--- src/rtl/tdm_demux_4_to_1.sv ---
// Receive side of a 4-channel TDM link: aligns on the slot-0 sync marker and
// rebuilds the four channel words. Optional frame counter: TDM_DEMUX_FRAME_CNT_EN.
module tdm_demux_4_to_1 #(
  parameter int unsigned WIDTH = 4
) (
  input  logic                 clk,
  input  logic                 reset,
  input  logic                 din_valid,
  input  logic [WIDTH-1:0]     din,
  input  logic                 sync,
  output logic [4*WIDTH-1:0]   dout,
  output logic                 frame_valid,
  output logic                 locked,
  output logic [1:0]           slot,
`ifdef TDM_DEMUX_FRAME_CNT_EN
  output logic [7:0]           frame_cnt,
`endif
  output logic                 sync_err
);

  localparam int unsigned DOUT_W = 4 * WIDTH;
  localparam int unsigned CNT_W  = 8;

  typedef enum logic {
    ST_HUNT   = 1'b0,
    ST_LOCKED = 1'b1
  } state_t;

  state_t             r_state;
  logic [1:0]         r_slot;
  logic [WIDTH-1:0]   r_shadow0;
  logic [WIDTH-1:0]   r_shadow1;
  logic [WIDTH-1:0]   r_shadow2;
  logic [DOUT_W-1:0]  r_dout;
  logic               r_frame_valid;
  logic               r_sync_err;
  logic               r_locked;
  logic [CNT_W-1:0]   r_frame_cnt;

  // Alignment FSM, shadow capture and atomic frame publication
  always_ff @(posedge clk) begin
    if (reset) begin
      r_state       <= ST_HUNT;
      r_slot        <= 2'd0;
      r_shadow0     <= '0;
      r_shadow1     <= '0;
      r_shadow2     <= '0;
      r_dout        <= '0;
      r_frame_valid <= 1'b0;
      r_sync_err    <= 1'b0;
      r_locked      <= 1'b0;
      r_frame_cnt   <= '0;
    end else begin
      r_frame_valid <= 1'b0;
      r_sync_err    <= 1'b0;
      if (din_valid) begin
        unique case (r_state)
          ST_HUNT: begin
            if (sync) begin
              r_shadow0 <= din;
              r_slot    <= 2'd1;
              r_state   <= ST_LOCKED;
              r_locked  <= 1'b1;
            end
          end
          ST_LOCKED: begin
            if (sync) begin
              // An early sync drops the partial frame and restarts at slot 0
              if (r_slot != 2'd0) begin
                r_sync_err <= 1'b1;
              end
              r_shadow0 <= din;
              r_slot    <= 2'd1;
            end else begin
              unique case (r_slot)
                2'd0: begin
                  r_sync_err <= 1'b1;
                  r_state    <= ST_HUNT;
                  r_locked   <= 1'b0;
                  r_slot     <= 2'd0;
                end
                2'd1: begin
                  r_shadow1 <= din;
                  r_slot    <= 2'd2;
                end
                2'd2: begin
                  r_shadow2 <= din;
                  r_slot    <= 2'd3;
                end
                2'd3: begin
                  r_dout        <= {din, r_shadow2, r_shadow1, r_shadow0};
                  r_frame_valid <= 1'b1;
                  r_slot        <= 2'd0;
                  r_frame_cnt   <= r_frame_cnt + CNT_W'(1);
                end
                default: begin
                  r_slot <= 2'd0;
                end
              endcase
            end
          end
          default: begin
            r_state <= ST_HUNT;
          end
        endcase
      end
    end
  end

  assign dout        = r_dout;
  assign frame_valid = r_frame_valid;
  assign locked      = r_locked;
  assign slot        = r_slot;
  assign sync_err    = r_sync_err;

`ifdef TDM_DEMUX_FRAME_CNT_EN
  assign frame_cnt = r_frame_cnt;
`else
  logic w_unused_cnt;
  assign w_unused_cnt = ^r_frame_cnt;
`endif

endmodule

--- config.mk ---
export PLATFORM = sky130hd
export DESIGN_NAME = tdm_demux_4_to_1
export DESIGN_NICKNAME = d
export VERILOG_FILES = /design/src/rtl/tdm_demux_4_to_1.sv
export SDC_FILE = /design/constraint.sdc
export NUM_CORES = 1
export LEC_CHECK = 0
export ABC_AREA = 0
export CAP_MARGIN = 20
export CORE_MARGIN = 1
export CORE_UTILIZATION = 33
export DETAILED_ROUTE_END_ITERATION = 12
export GPL_TIMING_DRIVEN = 1
export MAX_ROUTING_LAYER = met4
export PLACE_DENSITY_LB_ADDON = 0.15
export SKIP_LAST_GASP = 1
export SLEW_MARGIN = 20
export SYNTH_ARGS = -nofsm -noshare
export SYNTH_HDL_FRONTEND = slang
export SYNTH_SLANG_ARGS = --single-unit
export TNS_END_PERCENT = 5
--- constraint.sdc ---
create_clock -name clk -period 2 [get_ports clk]
set_input_delay 0.2 -clock clk [delete_from_list [all_inputs] [get_ports clk]]
set_output_delay 0.2 -clock clk [all_outputs]
set_load 0.05 [all_outputs]
==> flow_metrics.tcl <==
set metrics [dict create \
    outcome "completed" \
    power.leakage_nw 0.6936 \
    layout_min_cycle_time_ns 1.729 \
    vias 1054 \
    mapped_avg_cell_area_um2 10.58 \
    setup.worst_path.end_class "output pin" \
    timing.setup.critical_path_class "flop to output pin" \
    finalClockSkew_ns 0.007965 \
    worst_slew_pin_tran_ns 0.5090 \
    most_common_flop_cell_mapped_by_yosys "sky130_fd_sc_hd__dfxtp_1" \
    rsz0062_at_grt "false" \
    crit_family "buffers and inverters" \
    power_density_nw_per_um2 687.8 \
    fin_util_pct 43.12 \
    synth_top_area_share_pct 44.66 \
    cp.required_ns 1.80 \
    clock_sinks 34 \
    grt_util_all_layers_pct 13.61 \
    hold_buffers 0 \
    dieArea_um2 4894 \
    clock_path_buffers 2 \
    postSynthRegisterBits 34 \
    cts_made_buffers 5 \
    ctsResizeCount 0 \
    drt_iter0_drc 86 \
    async_flop_share_pct 0 \
    starting_density_pct 34.76 \
    synth.lib_cells_used.distinct 26 \
    critPathMaxFanout 5 \
    via_per_inst 4.769 \
    floorplan.rows 24 \
    setup-violations-final 0 \
    area_growth_pct 24.06 \
    num-fill-cells 421 \
    grt_max_degree 44 \
    dp_hpwl_mm 2.015 \
    yosysWarnings 0 \
    slew_headroom_pct 65.96 \
    timing.reg2reg.setup_slack_ns 0.66 \
    r2r_cells 4 \
    synth_cells 144 \
    crit_path_start_kind "flop" \
    final-hold-violation-count 0 \
    grt_first_pass_wirelength_mm 4.995 \
    die-width_um 69.96 \
    drive_gt1_share_pct 9.467 \
    antenna-diode-count 0 \
    edff_count_synth 0 \
    average_routed_wire_per_standard_cell_um 13.44 \
    cp.arrival_ns 1.53 \
    worst_r2r_startpoint "slot[1]" \
    number_of_port_buffers 28 \
    maxSlewViolCount 0 \
    die_h_um 69.96 \
    finish.net_count 184 \
    antenna_violations_before_repair 0 \
    fin_setup_tns_ns 0 \
    hold-worst-slack_ns 0.4755 \
    remaining_drc_errors 0 \
    synth.cell_area_um2 1524 \
    synthesis.nets 158 \
    cts_root_buf "sky130_fd_sc_hd__clkbuf_8" \
    first_global_vias 1044 \
    crit_path_max_incr_delay_ns 0.83 \
    worst_r2r_endpoint "dout[6]" \
    core_area_um2 4384 \
    worst_ir_drop_vdd_v 0.0002761 \
    worst-path-buf-inv 1 \
    place_congestion 0.7537 \
    first_pass_iters 3 \
    post_synth_most_frequent_cells "sky130_fd_sc_hd__dfxtp_1, sky130_fd_sc_hd__nand2b_1, sky130_fd_sc_hd__mux2i_1" \
    postRouteAntennaNets 0 \
    post_cts_buffers 0 \
    detail_route.wirelength_mm 2.970 \
    synth_top_cells_by_area "sky130_fd_sc_hd__dfxtp_1, sky130_fd_sc_hd__mux2i_1, sky130_fd_sc_hd__nand2b_1" \
    synth-seq-area-share_pct 44.66 \
    max_cap_violation_count 0 \
    min_to "dout[11]" \
    clock_insertion_delay_worst_skew_ns 0.29 \
    clk_pin_slew_ns 0.07 \
    crit_path_max_delay_cell_type "sky130_fd_sc_hd__clkdlybuf4s50_1" \
    tritoncts "built" \
    launch_instance_of_the_worst_min_delay_path "dout[11]" \
    pin_count 29 \
    cell_breakdown_of_the_critical_path "clkdlybuf4s50_1" \
    most_common_cell_in_the_synthesized_netlist "sky130_fd_sc_hd__dfxtp_1" \
    hold_path.class "flop to flop" \
    top_achievable_clock_speed_ghz 0.5783 \
    cts_max_level 2 \
    whs_path_depth 2 \
    gr-total-overflow 0 \
    worstSetupPathDepth 1 \
    yosys.area.top_type "sky130_fd_sc_hd__dfxtp_1" \
    fin_crit_sh_pct 86.47 \
]
-- cell type report --
| type | instances | area [um2] | area share (%) |
|---|---|---|---|
| inverters | 6 | 22.52 | 1.191 |
| multi-input cells | 91 | 729.5 | 38.58 |
| flip-flops and latches | 34 | 680.7 | 36.00 |
| clock buffers | 6 | 82.58 | 4.368 |
| well taps | 52 | 65.06 | 3.441 |
| repair buffers | 32 | 310.3 | 16.41 |
-- where the power goes --
| part | switching, mW | internal, mW |
|---|---|---|
| Sequential | 0.00930 | 0.687 |
| Combinational | 0.0538 | 0.0504 |
| Clock | 0.235 | 0.265 |
-- through the flow --
step           total power, mW  cell area (um2)  setup WS [ns]  instances
6_report                 1.300             1891         0.2707        221
5_1_grt                  1.346             1891         0.2152        221
4_1_cts                  1.311             1891         0.2689        221
3_5_place_dp            0.8161             1808         0.4160        215
3_3_place_gp            0.8154             1808         0.4398        215
2_1_floorplan           0.7839             1524         0.3529        144
-- layout by cell type (no fill, tap or decap) --
cell	Yosys	final
sky130_fd_sc_hd__or2_2	1	1
sky130_fd_sc_hd__nand2b_1	32	32
sky130_fd_sc_hd__ha_1	6	6
sky130_fd_sc_hd__o21a_1	1	1
sky130_fd_sc_hd__nor3_1	1	1
sky130_fd_sc_hd__nor2_1	1	1
sky130_fd_sc_hd__a21bo_2	4	4
sky130_fd_sc_hd__o221a_2	1	1
sky130_fd_sc_hd__nand4bb_1	1	1
sky130_fd_sc_hd__clkbuf_8	0	6
sky130_fd_sc_hd__o32ai_1	1	1
sky130_fd_sc_hd__nand2_1	1	1
sky130_fd_sc_hd__buf_4	1	4
sky130_fd_sc_hd__and4b_1	4	4
sky130_fd_sc_hd__clkdlybuf4s50_1	0	28
sky130_fd_sc_hd__a21oi_1	6	6
sky130_fd_sc_hd__dfxtp_1	34	34
sky130_fd_sc_hd__a2111oi_0	1	1
sky130_fd_sc_hd__a311oi_1	1	1
sky130_fd_sc_hd__inv_1	6	6
sky130_fd_sc_hd__nand4b_1	1	1
sky130_fd_sc_hd__nand3_1	4	4
sky130_fd_sc_hd__mux2i_1	24	24
-- kinds of logic (layout without fill, tap and decap cells) --
kind of cell / after synthesis / in the layout / synth area share, %
muxes: 24 / 24 / 15.76
DFF: 34 / 34 / 44.66
AOI/OAI and AO/OA: 15 / 15 / 7.554
buffers and inverters: 19 / 44 / 7.471
adders and majority gates: 6 / 6 / 4.926
and+or+nand+nor: 46 / 46 / 19.62
-- how the worst max path moves through the flow --
| stage | from | endpoint | slack [ns] |
|---|---|---|---|
| after floorplan | slot[0] | slot[0] | 0.35 |
| after global placement | sync | sync_err | 0.44 |
| after detailed placement | sync | sync_err | 0.42 |
| after CTS | slot[1] | slot[1] | 0.27 |
| after global routing | slot[1] | slot[1] | 0.22 |
| final | slot[1] | slot[1] | 0.27 |
-- routing by layer --
metal	routed length (um)	GRT usage, %
met2	1372	20.62
met3	133	3.175
met4	51	7.333
met1	1413	16.77
met5	0	-
-- flip-flops by register name (all words and copies together), names as in the netlist --
| register | cells |
|---|---|
| dout | 16 |
| frame_valid | 1 |
| locked | 1 |
| r_shadow0 | 4 |
| r_shadow1 | 4 |
| r_shadow2 | 4 |
| r_state | 1 |
| slot | 2 |
| sync_err | 1 |
Note: power is estimated with default switching activity, not from simulation.
